`config.mk`:
```
export PLATFORM = sky130hd
export DESIGN_NAME = mult_arbiter
export DESIGN_NICKNAME = d
export VERILOG_FILES = /design/src/rtl/mult_arbiter.sv
export SDC_FILE = /design/constraint.sdc
export NUM_CORES = 1
export LEC_CHECK = 0
export ABC_CLOCK_PERIOD_IN_PS = 3100
export CORE_ASPECT_RATIO = 1.2
export CORE_MARGIN = 3
export CORE_UTILIZATION = 47
export CTS_CLUSTER_DIAMETER = 150
export DETAILED_ROUTE_END_ITERATION = 12
export GPL_TIMING_DRIVEN = 0
export HOLD_SLACK_MARGIN = 0.15
export PLACE_DENSITY = 0.93
export SLEW_MARGIN = 40
export SYNTH_ARGS = -nofsm -noshare
export SYNTH_HDL_FRONTEND = slang
export SYNTH_SLANG_ARGS = --single-unit
```
`constraint.sdc`:
```
create_clock -name clk -period 3.1 [get_ports clk]
set_clock_uncertainty 0.1 [all_clocks]
set_input_delay 0.465 -clock clk [delete_from_list [all_inputs] [get_ports clk]]
set_output_delay 0.465 -clock clk [all_outputs]
set_load 0.01 [all_outputs]
```
`src/rtl/mult_arbiter.sv`:
```
// mult_arbiter: round-robin access of two requesters to one shared signed 4x4 multiplier
module mult_arbiter #(
  parameter int WAIT_CYCLES = 2
) (
  input  logic       clk,
  input  logic       rst_n,
  input  logic       req0,
  input  logic       req1,
  input  logic [3:0] a0,
  input  logic [3:0] b0,
  input  logic [3:0] a1,
  input  logic [3:0] b1,
  output logic       gnt0,
  output logic       gnt1,
  output logic [3:0] mul_a,
  output logic [3:0] mul_b,
  input  logic [7:0] mul_prod,
  input  logic       mul_ovf,
  output logic       rsp_valid,
  output logic       rsp_id,
  output logic [7:0] rsp_prod,
  output logic       rsp_ovf,
  input  logic       rsp_ready,
  output logic       busy,
  output logic [7:0] ops_done
);
  typedef enum logic [1:0] {IDLE, SETTLE, RESP} state_t;
  state_t state, state_nx;
  logic [3:0] cnt;
  logic last;
  assign rsp_valid = state == RESP;
  assign busy = state != IDLE;
  // state register
  always_ff @(posedge clk) state <= !rst_n ? IDLE : state_nx;
  // grants only in IDLE; last==1 hands a tie to requester 0
  always_comb begin
    gnt0 = rst_n && state == IDLE && req0 && (!req1 || last);
    gnt1 = rst_n && state == IDLE && req1 && (!req0 || !last);
    state_nx = state == IDLE   ? ((gnt0 || gnt1) ? SETTLE : IDLE) :
               state == SETTLE ? (cnt == 4'd1 ? RESP : SETTLE) :
                                 (rsp_ready ? IDLE : RESP);
  end
  // operand latch, settle countdown, response capture and completion count
  always_ff @(posedge clk) begin
    if (!rst_n) begin
      mul_a    <= '0;
      mul_b    <= '0;
      cnt      <= '0;
      last     <= 1'b1;
      rsp_id   <= 1'b0;
      rsp_prod <= '0;
      rsp_ovf  <= 1'b0;
      ops_done <= '0;
    end else begin
      if (gnt0 || gnt1) begin
        mul_a <= gnt1 ? a1 : a0;
        mul_b <= gnt1 ? b1 : b0;
        cnt   <= 4'(WAIT_CYCLES);
        last  <= gnt1;
      end
      if (state == SETTLE) begin
        cnt <= cnt - 4'd1;
        if (cnt == 4'd1) begin
          rsp_prod <= mul_prod;
          rsp_ovf  <= mul_ovf;
          rsp_id   <= last;
        end
      end
      if (rsp_valid && rsp_ready) ops_done <= ops_done + 8'd1;
    end
  end
endmodule
```
==> flow_metrics.env, run 1 <==
export IMPL_status="finished clean"
export IMPL_yosysWarnings=0
export IMPL_crit_path_end_kind="primary output"
export IMPL_postCtsSetupBuffers=0
export IMPL_antenna_found_initial=0
export IMPL_grtUsageTotal_pct=20.6
export IMPL_ctsHoldBuffers=0
export IMPL_p_leak_nw=0.831
export IMPL_die_y_um=70.5
export IMPL_wl_um=4120
export IMPL_numClockSinks=33
export IMPL_dieArea_um2=4210
export IMPL_syn_num_nets=215
export IMPL_utilization_pct=72.8
export IMPL_vias=1608
export IMPL_period_share_pct=85.1
export IMPL_grt_ovfl_total=0
export IMPL_worstPathMaxFanout=9
export IMPL_route_met2_wl_um=2070
export IMPL_first_global_vias=1568
export IMPL_pwr_share_seq_pct=48.3
export IMPL_power_density_nw_per_um2=411
export IMPL_switching_share_pct=28.1
export IMPL_coreArea_um2=3190
export IMPL_antenna_cells=0
export IMPL_finalSetupViolations=0
export IMPL_holdCritPathClass="input port to flip-flop"
export IMPL_multiInputGateArea_um2=857
export IMPL_crit_path_start_kind="flip-flop"
export IMPL_met3_wirelength_um=276
export IMPL_max_clock_freq_mhz=379
export IMPL_cts_clk_slew_worst_paths_ns=0.11
export IMPL_wl_per_cell_um=14.5
export IMPL_comb_power_share_pct=22.8
export IMPL_async_flop_share_pct=0
export IMPL_clockBufferDepth=2
export IMPL_htree_levels=2
export IMPL_cts_tree="yes"
export IMPL_initial_core_util_pct=51.0
export IMPL_io_buffers=58
export IMPL_syn_area_per_cell_um2=8.95
export IMPL_die_w_um=59.7
export IMPL_first_pass_iters=4
export IMPL_rsz0062_at_grt="false"
export IMPL_power_switching_mw=0.268
export IMPL_grt_pass1_wl_um=6720
export IMPL_cts_resized=0
export IMPL_synth_seq_cells=33
export IMPL_rows=22
export IMPL_ys_seq_area_share_pct=40.6
export IMPL_areaGrowthSynthToFinish_pct=42.7
export IMPL_io_pins=60
export IMPL_routed_via_density=5.66
export IMPL_synth_fa_ha_area_share_pct=2.30
export IMPL_hold_violations=0
export IMPL_synth_top_family_by_area="compound AO/OA/AOI/OAI gates"
export IMPL_synth_top_area_cell="dfxtp_1"
export IMPL_synth_cells=182
export IMPL_synthesis_area_um2=1630
export IMPL_top_layer="met4"
export IMPL_drive_above_1_share_pct=11.3
export IMPL_synthFlopType="dfxtp_1"
export IMPL_clockRootBuffer="clkbuf_4"
export IMPL_synth_top_area_share_pct=40.6
export IMPL_maxCapViolations=0
export IMPL_layout_commonest_cell="clkdlybuf4s50_1"
export IMPL_place_hpwl_um=3000
export IMPL_relSlewSlack_pct=67.7
export IMPL_ys_top_cells_by_area="dfxtp_1, a21oi_1, a311oi_2, nand3_1, o21ai_1"
export IMPL_arrival_ns=2.07
export IMPL_tightestPinTransition_ns=0.485
export IMPL_drt_iter0_drc=57
export IMPL_clk_latency_ns=0.34
export IMPL_tns_ns=0
export IMPL_fin_crit_ns=2.64
export IMPL_fill_cells=234
export IMPL_finalMaxSlewViolations=0
export IMPL_synth_mux_area_share_pct=1.23
export IMPL_critPathKind="flip-flop to primary output"
export IMPL_final_nets=280
export IMPL_synth_cell_types=43
export IMPL_regArea_um2=661
export IMPL_fin_hold_ws_ns=0.270
export IMPL_p_clk_share_pct=28.9
export IMPL_layout_common_cells="clkdlybuf4s50_1, dfxtp_1, a21oi_1"
export IMPL_p_int_mw=0.687
export IMPL_synth_xor_area_share_pct=1.61
export IMPL_routedLengthMet1_um=1660
export IMPL_gp_congestion=0.813
export IMPL_grt_max_degree=11
export IMPL_peakVddDrop_v=0.000327
export IMPL_cts_buffers=5
export IMPL_route_antenna_remaining_nets=0
export IMPL_fin_total_pwr_mw=0.955
export IMPL_cp_required_ns=2.53
export IMPL_synth_compound_area_share_pct=27.6
export IMPL_synth_edff_count=0
export IMPL_synth_simple_area_share_pct=19.8
export IMPL_drc=0
==> worst paths after layout <==
check	startpoint	end	slack [ns]	cells past startpoint
min reg2reg	ops_done[7]	ops_done[7]	0.38	2
max	state[0]	gnt1	0.46	5
min	rst_n	last	0.27	2
max reg2reg	cnt[0]	state[0]	1.39	5
==> cell type report <==
cell class / count / area share, %
Buffer: 15 / 3.66
Sequential cell: 33 / 28.4
Inverter: 7 / 1.13
Timing Repair Buffer: 58 / 25.0
Multi-Input combinational cell: 127 / 36.9
Clock buffer: 7 / 2.80
Tap cell: 36 / 1.94
Clock inverter: 1 / 0.215
==> per-stage QoR <==
step | setup slack (ns) | instances | instance area [µm²]
after CTS | 0.443 | 284 | 2320
after detailed placement | 0.596 | 276 | 2250
after global placement | 0.597 | 276 | 2250
final | 0.461 | 284 | 2320
after global routing | 0.326 | 284 | 2320
after floorplan | 1.24 | 182 | 1630
==> worst max-delay path, stage by stage, from the launching register on <==
cell	delay, ns
dfxtp_1	0.33
buf_6	0.13
or3b_1	0.36
clkbuf_1	0.22
nor2_1	0.15
clkdlybuf4s50_1	0.54
==> cells in the mapped netlist, types with 3 or more instances <==
master and instances:
a21oi_1 26, a311oi_2 8, buf_4 3, clkbuf_1 8, dfxtp_1 33, ha_1 3, inv_1 7, nand2_1 3
nand3_1 18, nor2_1 7, nor2b_1 3, nor3_1 3, o21ai_0 4, o21ai_1 18
==> cell families after synthesis <==
logic type,count (synthesis)
buffers and inverters,22
muxes,2
and+or+nand+nor,53
DFF,33
adders and majority gates,3
AOI/OAI and AO/OA,66
xor gates and xnor gates,3
==> power groups by stage <==
stage | clock [mW] | sequential (mW) | combinational, mW
global placement | 0 | 0.469 | 0.212
floorplan | 0 | 0.473 | 0.118
CTS | 0.280 | 0.461 | 0.219
finish | 0.276 | 0.461 | 0.218
detailed placement | 0 | 0.470 | 0.217
global route | 0.298 | 0.463 | 0.238
==> registers in the layout, summed over array words and instances (netlist names) <==
signal / count
cnt: 4
ops_done: 8
rsp_ovf: 1
last: 1
state: 2
mul_a: 4
mul_b: 4
rsp_prod: 8
rsp_id: 1
==> layer usage <==
| metal | up-vias | GRT usage (%) |
|---|---|---|
| met2 | 58 | 33.4 |
| met5 | - | 0 |
| met3 | 11 | 7.02 |
| met4 | 0 | 9.36 |
| met1 | 739 | 23.8 |
| li1 | 800 | - |
Power figures use the tool's default switching activity.
==> run 2: changes to the inputs <==
--- a/config.mk
+++ b/config.mk
@@ -7,7 +7,6 @@
 export LEC_CHECK = 0
 export ABC_CLOCK_PERIOD_IN_PS = 3100
 export CORE_ASPECT_RATIO = 1.2
-export CORE_MARGIN = 3
 export CORE_UTILIZATION = 47
 export CTS_CLUSTER_DIAMETER = 150
 export DETAILED_ROUTE_END_ITERATION = 12
==> run 2 against run 1 <==
Effect of this change: total power up 14%; sequential power hardly changed; first-iteration DRC count decreased by 5.3%; design area is 2.0% higher; utilization decreased by 1.7 points; register-to-register slack better by 0.02 ns; critical path depth stayed put.
==> flow_metrics.env, run 2 (synthesis results as in run 1) <==
export IMPL_status="finished clean"
export IMPL_rsz0062_at_grt="false"
export IMPL_ctsHoldBuffers=0
export IMPL_clockRootBuffer="clkbuf_8"
export IMPL_die_y_um=66.5
export IMPL_grt_ovfl_total=0
export IMPL_power_density_nw_per_um2=461
export IMPL_route_antenna_remaining_nets=0
export IMPL_max_stage_delay_ns=0.54
export IMPL_grt_max_degree=11
export IMPL_relSlewSlack_pct=68.1
export IMPL_regArea_um2=661
export IMPL_gp_congestion=0.820
export IMPL_antenna_cells=0
export IMPL_final_cells=285
export IMPL_maxCapViolations=0
export IMPL_crit_path_end_kind="primary output"
export IMPL_wl_per_cell_um=14.2
export IMPL_reg_top3="ops_done (8), rsp_prod (8)"
export IMPL_dp_cells=277
export IMPL_drive_above_1_share_pct=10.9
export IMPL_grtUsageTotal_pct=22.7
export IMPL_finalMaxSlewViolations=0
export IMPL_numClockSinks=33
export IMPL_antenna_found_initial=0
export IMPL_crit_path_start_kind="flip-flop"
export IMPL_peakVddDrop_v=0.000411
export IMPL_crit_path_end="gnt1"
export IMPL_layout_common_cells="clkdlybuf4s50_1, dfxtp_1, a21oi_1"
export IMPL_rrSetupSlack_ns=1.41
export IMPL_wl_um=4050
export IMPL_fin_crit_ns=2.58
export IMPL_cts_clk_slew_worst_paths_ns=0.07
export IMPL_die_w_um=55.7
export IMPL_tightestPinTransition_ns=0.478
export IMPL_critical_path_reg2reg_endpoint="rsp_prod[3]"
export IMPL_io_buffers=58
export IMPL_first_global_vias=1557
export IMPL_postCtsSetupBuffers=0
export IMPL_htree_levels=2
export IMPL_multiInputGateArea_um2=857
export IMPL_dieArea_um2=3710
export IMPL_cp_slowest_cell="clkdlybuf4s50_1"
export IMPL_cts_resized=0
export IMPL_p_leak_nw=0.849
export IMPL_layout_commonest_cell="clkdlybuf4s50_1"
export IMPL_period_share_pct=83.1
export IMPL_clockBufferDepth=2
export IMPL_hold_violations=0
export IMPL_startpoint="state[1]"
export IMPL_grt_pass1_wl_um=6660
export IMPL_cp_required_ns=2.53
export IMPL_drc=0
export IMPL_fill_cells=256
export IMPL_drt_iter0_drc=54
export IMPL_critPathKind="flip-flop to primary output"
export IMPL_clk_latency_ns=0.28
export IMPL_routed_via_density=5.72
export IMPL_utilization_pct=71.1
export IMPL_cts_tree="yes"
export IMPL_worstPathMaxFanout=10
export IMPL_place_hpwl_um=2800
export IMPL_finalSetupViolations=0
export IMPL_final_nets=280
export IMPL_max_clock_freq_mhz=388
export IMPL_cts_buffers=5
export IMPL_arrival_ns=2.01
export IMPL_io_pins=60
export IMPL_initial_core_util_pct=48.8
export IMPL_r2r_cells=5
export IMPL_r2r_start="cnt[0]"
export IMPL_rows=23
export IMPL_first_pass_iters=4
export IMPL_areaGrowthSynthToFinish_pct=45.6
export IMPL_tns_ns=0
export IMPL_crit_chain="buf_4 -> or3b_1 -> clkbuf_1 -> nor2_1 -> clkdlybuf4s50_1"
export IMPL_vias=1630
export IMPL_coreArea_um2=3340
export IMPL_holdCritPathClass="input port to flip-flop"
==> run 2: cell count changes in the layout (fill, tap and decap cells not counted) <==
cell / change
clkbuf_8: +4
bufinv_16: +1
clkbuf_1: +1
clkbuf_4: -5
clkinv_2: -1
==> run 2: power breakdown <==
part | internal, mW | leakage [nW] | switching [mW]
Sequential | 0.445 | 0.269 | 0.0153
Clock | 0.262 | 0.0585 | 0.152
Combinational | 0.111 | 0.521 | 0.107
==> run 2: per-stage QoR <==
step	power, mW	hold slack [ns]	instance area [µm²]	setup slack (ns)
3_5_place_dp	0.684	0.362	2260	0.593
5_1_grt	1.14	0.380	2370	0.428
3_3_place_gp	0.680	0.355	2260	0.598
6_report	1.09	0.354	2370	0.522
4_1_cts	1.09	0.351	2370	0.507
2_1_floorplan	0.590	0.375	1630	1.24
==> run 2: critical path: cells and delay by family (launching register included) <==
kind | cells | cell delay, ns
buffers and inverters | 3 | 0.93
flip-flops | 1 | 0.30
AND/OR/NAND/NOR | 2 | 0.50
==> run 2: cell type report <==
class,instances,area share [%]
clock buffers,7,3.64
clock inverters,1,1.27
inverters,7,1.11
flip-flops and latches,33,27.8
plain buffers,15,3.59
well taps,37,1.95
repair buffers,58,24.5
multi-input cells,127,36.1
==> run 2: worst min-delay path by stage <==
stage / from / end / slack, ns / cells past startpoint
CTS: rst_n / last / 0.35 / 2
global placement: ops_done[7] / ops_done[7] / 0.36 / 2
finish: rst_n / last / 0.35 / 2
floorplan: cnt[1] / cnt[1] / 0.38 / 1
global route: rst_n / last / 0.38 / 2
detailed placement: ops_done[7] / ops_done[7] / 0.36 / 2
==> run 2: per-layer routing <==
metal	global-route usage, %	wire (µm)
met1	26.3	1670
met2	41.0	2110
met3	3.88	209
met4	10.3	61
met5	0	0
